**config.mk**
```make
export PLATFORM = sky130hd
export DESIGN_NAME = fp_toplama_besleyici_flat
export DESIGN_NICKNAME = d
export VERILOG_FILES = /design/src/rtl/fp_toplama_besleyici_if.sv /design/src/rtl/fp_toplama_besleyici.sv /design/src/flat_wrapper.sv
export SDC_FILE = /design/constraint.sdc
export NUM_CORES = 1
export LEC_CHECK = 0
export ABC_AREA = 1
export CAP_MARGIN = 20
export CELL_PAD_IN_SITES_DETAIL_PLACEMENT = 2
export CELL_PAD_IN_SITES_GLOBAL_PLACEMENT = 2
export CORE_MARGIN = 2
export CORE_UTILIZATION = 38
export CTS_CLUSTER_DIAMETER = 100
export DETAILED_ROUTE_END_ITERATION = 10
export PLACE_DENSITY = 0.93
export SLEW_MARGIN = 20
export SYNTH_ARGS = -nofsm -noshare
export SYNTH_HDL_FRONTEND = slang
export SYNTH_SLANG_ARGS = --single-unit
```
**constraint.sdc**
```tcl
create_clock -name clk_i -period 7.5 [get_ports clk_i]
set_clock_uncertainty 0.15 [all_clocks]
set_input_delay 1.5 -clock clk_i [delete_from_list [all_inputs] [get_ports clk_i]]
set_output_delay 1.5 -clock clk_i [all_outputs]
set_load 0.005 [all_outputs]
```
**src/rtl/fp_toplama_besleyici_if.sv**
```systemverilog
// Operand-pair input stream and result output stream of the FP adder feeder.
// Valid/ready: a transfer happens on a rising edge where valid and ready are both 1; valid holds its data until then.
interface fp_toplama_besleyici_if #(
    parameter int b = 32
);
    logic         giris_gecerli_i;
    logic         giris_hazir_o;
    logic [b-1:0] a_i;
    logic [b-1:0] b_i;
    logic [b-1:0] sonuc_o;
    logic         sonuc_gecerli_o;
    logic         sonuc_hazir_i;

    modport master (
        output giris_gecerli_i, a_i, b_i, sonuc_hazir_i,
        input  giris_hazir_o, sonuc_o, sonuc_gecerli_o
    );

    modport slave (
        input  giris_gecerli_i, a_i, b_i, sonuc_hazir_i,
        output giris_hazir_o, sonuc_o, sonuc_gecerli_o
    );
endinterface

```
**src/rtl/fp_toplama_besleyici.sv**
```systemverilog
// Queues operand pairs and feeds them one at a time to a fixed-latency FP adder,
// holding the enable for GECIKME cycles and presenting the captured sum on a valid/ready output.
module fp_toplama_besleyici #(
    parameter int b        = 32,
    parameter int DERINLIK = 4,
    parameter int GECIKME  = 8
) (
    input  logic                          clk_i,
    input  logic                          rst_ni,
    fp_toplama_besleyici_if.slave         bus,
    output logic [b-1:0]                  g1_o,
    output logic [b-1:0]                  g2_o,
    output logic                          en_o,
    input  logic [b-1:0]                  toplam_i,
    output logic                          dolu_o,
    output logic                          bos_o,
    output logic [$clog2(DERINLIK):0]     sayi_o,
    output logic [15:0]                   islem_o,
    output logic [1:0]                    durum_o
);
    localparam int AW   = $clog2(DERINLIK);
    localparam int CNTW = $clog2(GECIKME);

    typedef enum logic [1:0] {BOSTA = 2'd0, CALIS = 2'd1, CIKIS = 2'd2} durum_t;

    durum_t              durum_q, durum_d;
    logic [2*b-1:0]      bellek [DERINLIK];
    logic [AW-1:0]       yaz_ptr, oku_ptr;
    logic [AW:0]         sayi_q;
    logic [CNTW-1:0]     sayac_q;
    logic                push, pop, yukle;
    logic                sonuc_gecerli_q;
    logic [b-1:0]        sonuc_q;

    assign dolu_o              = (sayi_q == (AW+1)'(DERINLIK));
    assign bos_o               = (sayi_q == '0);
    assign sayi_o              = sayi_q;
    assign bus.giris_hazir_o   = !dolu_o;
    assign bus.sonuc_o         = sonuc_q;
    assign bus.sonuc_gecerli_o = sonuc_gecerli_q;
    assign durum_o             = durum_q;
    assign push                = bus.giris_gecerli_i && !dolu_o;

    always_ff @(posedge clk_i) begin
        if (push) begin
            bellek[yaz_ptr] <= {bus.a_i, bus.b_i};
        end
    end

    // Pointers wrap naturally because DERINLIK is a power of two.
    always_ff @(posedge clk_i) begin
        if (!rst_ni) begin
            yaz_ptr <= '0;
            oku_ptr <= '0;
            sayi_q  <= '0;
        end else begin
            if (push) yaz_ptr <= yaz_ptr + 1'b1;
            if (pop)  oku_ptr <= oku_ptr + 1'b1;
            case ({push, pop})
                2'b10:   sayi_q <= sayi_q + 1'b1;
                2'b01:   sayi_q <= sayi_q - 1'b1;
                default: sayi_q <= sayi_q;
            endcase
        end
    end

    always_comb begin
        durum_d = durum_q;
        pop     = 1'b0;
        yukle   = 1'b0;
        case (durum_q)
            BOSTA: begin
                if (!bos_o) begin
                    pop     = 1'b1;
                    durum_d = CALIS;
                end
            end
            CALIS: begin
                if (sayac_q == CNTW'(GECIKME-1)) begin
                    yukle   = 1'b1;
                    durum_d = CIKIS;
                end
            end
            CIKIS: begin
                if (bus.sonuc_hazir_i) durum_d = BOSTA;
            end
            default: durum_d = BOSTA;
        endcase
    end

    // CIKIS always lasts at least one cycle, giving the adder two idle enable cycles.
    always_ff @(posedge clk_i) begin
        if (!rst_ni) begin
            durum_q         <= BOSTA;
            sayac_q         <= '0;
            en_o            <= 1'b0;
            g1_o            <= '0;
            g2_o            <= '0;
            sonuc_q         <= '0;
            sonuc_gecerli_q <= 1'b0;
            islem_o         <= '0;
        end else begin
            durum_q <= durum_d;
            if (pop) begin
                {g1_o, g2_o} <= bellek[oku_ptr];
                sayac_q      <= '0;
                en_o         <= 1'b1;
            end
            if (durum_q == CALIS && !yukle) begin
                sayac_q <= sayac_q + 1'b1;
            end
            if (yukle) begin
                sonuc_q         <= toplam_i;
                sonuc_gecerli_q <= 1'b1;
                en_o            <= 1'b0;
                islem_o         <= islem_o + 16'd1;
            end
            if (durum_q == CIKIS && bus.sonuc_hazir_i) begin
                sonuc_gecerli_q <= 1'b0;
            end
        end
    end
endmodule

```
**src/flat_wrapper.sv**
```systemverilog
// flat-port wrapper written by rule: the top's interface ports become plain ports
module fp_toplama_besleyici_flat 
#(
    parameter int b        = 32,
    parameter int DERINLIK = 4,
    parameter int GECIKME  = 8
)
  (clk_i, rst_ni, g1_o, g2_o, en_o, toplam_i, dolu_o, bos_o, sayi_o, islem_o, durum_o, bus_giris_gecerli_i, bus_a_i, bus_b_i, bus_sonuc_hazir_i, bus_giris_hazir_o, bus_sonuc_o, bus_sonuc_gecerli_o);
  fp_toplama_besleyici_if #(.b(b)) bus_i ();
  input  logic clk_i;
  input  logic rst_ni;
  output logic [b-1:0] g1_o;
  output logic [b-1:0] g2_o;
  output logic en_o;
  input  logic [b-1:0] toplam_i;
  output logic dolu_o;
  output logic bos_o;
  output logic [$clog2(DERINLIK):0] sayi_o;
  output logic [15:0] islem_o;
  output logic [1:0] durum_o;
  input wire logic [$bits(bus_i.giris_gecerli_i)-1:0] bus_giris_gecerli_i;
  input wire logic [$bits(bus_i.a_i)-1:0] bus_a_i;
  input wire logic [$bits(bus_i.b_i)-1:0] bus_b_i;
  input wire logic [$bits(bus_i.sonuc_hazir_i)-1:0] bus_sonuc_hazir_i;
  output wire logic [$bits(bus_i.giris_hazir_o)-1:0] bus_giris_hazir_o;
  output wire logic [$bits(bus_i.sonuc_o)-1:0] bus_sonuc_o;
  output wire logic [$bits(bus_i.sonuc_gecerli_o)-1:0] bus_sonuc_gecerli_o;
  assign bus_i.giris_gecerli_i = bus_giris_gecerli_i;
  assign bus_i.a_i = bus_a_i;
  assign bus_i.b_i = bus_b_i;
  assign bus_i.sonuc_hazir_i = bus_sonuc_hazir_i;
  assign bus_giris_hazir_o = bus_i.giris_hazir_o;
  assign bus_sonuc_o = bus_i.sonuc_o;
  assign bus_sonuc_gecerli_o = bus_i.sonuc_gecerli_o;
  fp_toplama_besleyici #(.b(b), .DERINLIK(DERINLIK), .GECIKME(GECIKME)) u_core (.clk_i(clk_i), .rst_ni(rst_ni), .bus(bus_i), .g1_o(g1_o), .g2_o(g2_o), .en_o(en_o), .toplam_i(toplam_i), .dolu_o(dolu_o), .bos_o(bos_o), .sayi_o(sayi_o), .islem_o(islem_o), .durum_o(durum_o));
endmodule
```
## Word level (Yosys, flattened, before mapping)

Memories as Yosys holds them, arrays and structs flattened. A register that Yosys moved wholly into a read port is not among the register bits.
Index checks and enable logic that the tools add are counted.

- Logic and storage cells: 52
- Memories: 1
- Output and inout port bits: 122
- Register bits after elaboration: 62
- Input port bits: 100
- RAM bits: 256

Memories:

| name | words | bits a word | read ports | clocked after memory_dff | wr ports | RTL line | text |
|---|---|---|---|---|---|---|---|
| u_core.bellek | 4 | 64 | 1 | 1 | 1 | fp_toplama_besleyici.sv:27 | `logic [2*b-1:0] bellek [DERINLIK];` |

- $add $sub $neg: 6
- Bitwise logic cells: 1
- Muxes and demuxes: 13
- Eq/ne operators: 9
- Reductions and logical operators: 13

Operators with widths:

| cell | count |
|---|---|
| $add A16 B1 Y16 const B | 1 |
| $add A3 B1 Y3 const B | 2 |
| $eq A3 B3 Y1 const B | 2 |
| $mux W1 | 6 |
| $mux W2 | 3 |
| $mux W3 | 2 |
| $pmux W2 S3 | 1 |
| $pmux W3 S2 | 1 |
| $add A2 B1 Y2 const B | 2 |
| $eq A2 B1 Y1 const B | 2 |
| $eq A2 B2 Y1 const B | 2 |
| $ne A2 B2 Y1 const B | 2 |
| $reduce_bool A2 Y1 | 2 |
| $reduce_or A2 Y1 | 2 |
| $logic_and A1 B1 Y1 | 3 |
| $logic_not A1 Y1 | 3 |
| $logic_not A3 Y1 | 1 |
| $reduce_and A3 Y1 | 1 |
| $sub A3 B1 Y3 const B | 1 |
| $logic_not A2 Y1 | 1 |
| $ne A2 B1 Y1 const B | 1 |
| $not A1 Y1 | 1 |

## Longest topological paths before layout

- Depth in word-level cells: 6
- Depth in mapped cells: 13
- Gate-level depth less buffers: 11

## Least setup slack after synthesis

Ideal clock, no wire load.

- Kind: input to register
- From: input bus_giris_gecerli_i
- To: memory u_core.bellek[0][0] (netlist name), enable pin
- Arrival: 4.351 ns
- Stages: 2
- Library setup time: 0.487 ns
- Setup slack: 2.513 ns
- Buffers on the path: 0
- Required time: 6.863 ns
- Cells stage by stage: nand2_1 -> nor2_1

- Longest elaborated chain between the ends: 3

RTL lines:

| item | RTL line | text |
|---|---|---|
| start: declaration | flat_wrapper.sv:21 | `input wire logic [$bits(bus_i.giris_gecerli_i)-1:0] bus_giris_gecerli_i;` |
| $logic_and A1 B1 Y1 | fp_toplama_besleyici.sv:42 | `assign push = bus.giris_gecerli_i && !dolu_o;` |
| $mux W1 | fp_toplama_besleyici.sv:45 | `if (push) begin` |
| $mux W1 (not written as such) | fp_toplama_besleyici.sv:46 | `bellek[yaz_ptr] <= {bus.a_i, bus.b_i};` |
| end: declaration | fp_toplama_besleyici.sv:27 |  |

Every way passes these cells.

## Worst setup path after layout

- From: register u_core.sayi_q[2], in the netlist u_core.sayi_o[2]
- To: register u_core.sayi_q[2], in the netlist u_core.sayi_o[2]

- Longest elaborated chain between the ends: 5
- Elaborated cells on any way between the ends: 12
- Classes of those cells: add/sub: 2; eq/ne: 3; mux: 3; reduce/logical: 4

RTL lines:

| item | RTL line | text |
|---|---|---|
| start: declaration | fp_toplama_besleyici.sv:29 | `logic [AW:0] sayi_q;` |
| start signal: assignment | fp_toplama_besleyici.sv:60 | `2'b10: sayi_q <= sayi_q + 1'b1;` |
| start signal: assignment | fp_toplama_besleyici.sv:61 | `2'b01: sayi_q <= sayi_q - 1'b1;` |
| start signal: assignment | fp_toplama_besleyici.sv:62 | `default: sayi_q <= sayi_q;` |
| $logic_not A3 Y1 / $eq A3 B3 Y1 (equally long branches) | fp_toplama_besleyici.sv:36, fp_toplama_besleyici.sv:35 |  |
| $mux W1 / $logic_not A1 Y1 (equally long branches) | fp_toplama_besleyici.sv:73, fp_toplama_besleyici.sv:42 |  |
| $mux W1 / $logic_and A1 B1 Y1 (equally long branches) | fp_toplama_besleyici.sv:71, fp_toplama_besleyici.sv:42 |  |
| $eq A2 B1 Y1 / $eq A2 B2 Y1 (equally long branches) | fp_toplama_besleyici.sv:59 | `case ({push, pop})` |
| $pmux W3 S2 / $reduce_bool A2 Y1 (equally long branches) | n/a |  |

Several ways; a longest one is shown, not always the timed one.
A chain may end at the register's enable or synchronous reset.

==> flow_metrics.py <==
metrics = {
    "outcome": {
        "status": "finished clean",
    },
    "global_route": {
        "grt-ovfl-total": 0,
        "grt.total_usage_pct": 23.8,
        "grt_antenna_before_repair": 6,
        "grt_pass1_wl_um": 70000,
        "grt_max_degree": 106,
        "grt_pass1_vias": 11700,
    },
    "setup_path": {
        "cp-startpoint": "u_core.sayi_o[2]",
        "r2r_cells": 11,
        "r2r-start": "u_core.sayi_o[2]",
        "cp.required_ns": 7.84,
        "path_max_fanout": 67,
        "critPathLaunchType": "flip-flop",
        "crit_path_end_kind": "flip-flop",
        "crit_type": "reg2reg",
        "cp.arrival_ns": 4.36,
    },
    "floorplan": {
        "io_pins": 222,
        "placement_rows": 71,
        "die_w_um": 198,
        "die_h_um": 198,
        "dieArea_mm2": 0.0391,
        "core_mm2": 0.0373,
        "initial_core_util_pct": 38.3,
    },
    "layout": {
        "final_area_mm2": 0.0181,
        "drive_above_1_share_pct": 6.18,
        "final_util_pct": 48.6,
        "syn2layout_area_growth_pct": 27.1,
        "fin_nets": 1565,
    },
    "synth": {
        "syn_area_per_cell_um2": 11.3,
        "synth_top_cell_area_share_pct": 53.8,
        "syn_nets": 1368,
        "yosys-top-cells-area": "edfxtp_1, dfxtp_1, nor2_1",
        "yosysWarnings": 0,
        "synthFlopType": "edfxtp_1",
        "ys_seq_area_share_pct": 71.5,
        "synth-seq-cells": 382,
        "synth_top_area_cell": "edfxtp_1",
        "yosysMostFrequentCell": "nor2_1",
        "ys_types": 30,
        "synth-edff-count": 256,
        "synth_area_mm2": 0.0143,
        "syn-instance-count": 1259,
        "synthArstFlopShare_pct": 0,
        "synthTopCellsByCount": "nor2_1, edfxtp_1, o21ai_0",
    },
    "clocking": {
        "cts_resized": 0,
        "htreeDepth": 2,
        "clk_pin_slew_worst_paths_ns": 0.06,
        "ctsHoldBuffers": 0,
        "post-cts-setup-buffers": 0,
        "cts.path.max_buffers": 3,
        "cts_tree": "yes",
        "clkSinkCount": 382,
        "clk_latency_ns": 0.57,
        "cts_root_buf": "clkbuf_16",
        "cts_buffers": 41,
    },
    "drt": {
        "avgViaCountPerCell": 5.33,
        "vias": 10500,
        "drt_iter0_markers": 608,
        "firstDrtPassIters": 4,
        "drc": 0,
        "wl_um": 46300,
        "post_drt_wl_per_cell_um": 23.6,
        "drtAntennaViolNets": 0,
    },
    "flow_run": {
        "drv_cap": 0,
    },
    "power": {
        "p_per_area_mw_per_mm2": 361,
        "power_leakage_nw": 6.22,
        "p_total_mw": 6.55,
        "vdd_drop_max_mv": 0.293,
    },
    "sta": {
        "slew_headroom_pct": 27.8,
        "final.min_clock_period_ns": 4.02,
        "finalHoldViolCount": 0,
        "fin_setup_tns_ns": 0,
        "grt_setup_unrepaired": "false",
        "drv_slew": 0,
        "whs_ns": 0.317,
        "worstMarginPinSlew_ns": 1.08,
        "fin_crit_sh_pct": 53.6,
        "max_freq_ghz": 0.249,
        "setup_viol": 0,
    },
    "place": {
        "hpwl_um": 27900,
        "port_buffers": 221,
        "dpl-instance-area_mm2": 0.0168,
        "place_congestion": 0.755,
    },
    "worst_hold_path": {
        "hold_depth": 2,
        "hold_class": "reg2reg",
        "hold_start": "u_core.bus.sonuc_o[22]",
    },
}
kinds of logic (layout without fill, tap and decap cells):
| family | Yosys count | after routing | synth area share, % |
|---|---|---|---|
| DFF | 382 | 382 | 71.5 |
| adders and majority gates | 9 | 9 | 0.841 |
| buffers and inverters | 119 | 349 | 4.19 |
| AOI/OAI and AO/OA | 323 | 323 | 11.9 |
| and+or+nand+nor | 425 | 425 | 11.5 |
| xor gates and xnor gates | 1 | 1 | 0.0614 |
| other | 0 | 2 | 0 |
metrics by stage:
step	cells	setup WS, ns
after CTS	1963	3.57
after detailed placement	1887	3.57
final	1965	3.48
after global placement	1887	3.66
after floorplan	1259	2.51
after global routing	1965	3.09
layer usage:
metal  GRT usage [%]  part of all wire, %
met1            27.5                   40
met4            8.41                  2.8
met3            4.26                  4.3
met5               0                0.099
met2            44.0                   53
path summary, 6_finish.rpt:
path | endpoint | slack [ns]
worst max-delay path | u_core.sayi_o[2] | 3.48
worst min register to register | u_core.bus.sonuc_o[22] | 0.32
worst min-delay path | u_core.bus.sonuc_o[22] | 0.32
worst max register to register | u_core.sayi_o[2] | 3.48
placed cells by master (no fill, tap or decap), types with 43 or more instances in the layout:
cell type,n
dfxtp_1,124
o21ai_0,140
nor2_1,291
o22ai_1,64
o21ai_1,67
nand2_1,111
edfxtp_1,256
clkbuf_16,43
a21oi_1,51
clkdlybuf4s50_1,220
state kept, by name, indices dropped and copies added, names as in the netlist:
name / cells
u_core.sayac_q: 3
u_core.en_o: 1
u_core.yaz_ptr: 2
u_core.bellek: 256
u_core.islem_o: 16
u_core.g1_o: 32
u_core.oku_ptr: 2
u_core.g2_o: 32
u_core.bus.sonuc_gecerli_o: 1
u_core.bus.sonuc_o: 32
u_core.durum_o: 2
u_core.sayi_o: 3
critical path: stages (launching register included):
cell and delay [ns]:
dfxtp_1 0.32, inv_1 0.12, nand3_2 0.13, nand2_4 0.69
clkinv_2 1.06, ha_1 0.58, inv_1 0.12, fa_1 0.21
a21oi_1 0.07, o21ai_0 0.13, o21ai_0 0.15, a21oi_1 0.19
final cells by class:
cell class,count,area (µm²)
fill,3703,19200
sequential,382,10200
multi-input combinational,758,3510
timing repair buffer,230,2280
clock buffer,59,1190
tap,474,593
clock inverter,17,189
inverter,43,165
antenna,2,5.00
report_power, final:
part	internal, mW	leakage (nW)	switching (mW)
Combinational	0.599	2.16	1.14
Clock	1.24	0.682	0.854
Sequential	2.56	3.38	0.154
Total	4.41	6.22	2.14
No activity file was read; power rests on OpenSTA's default activity.
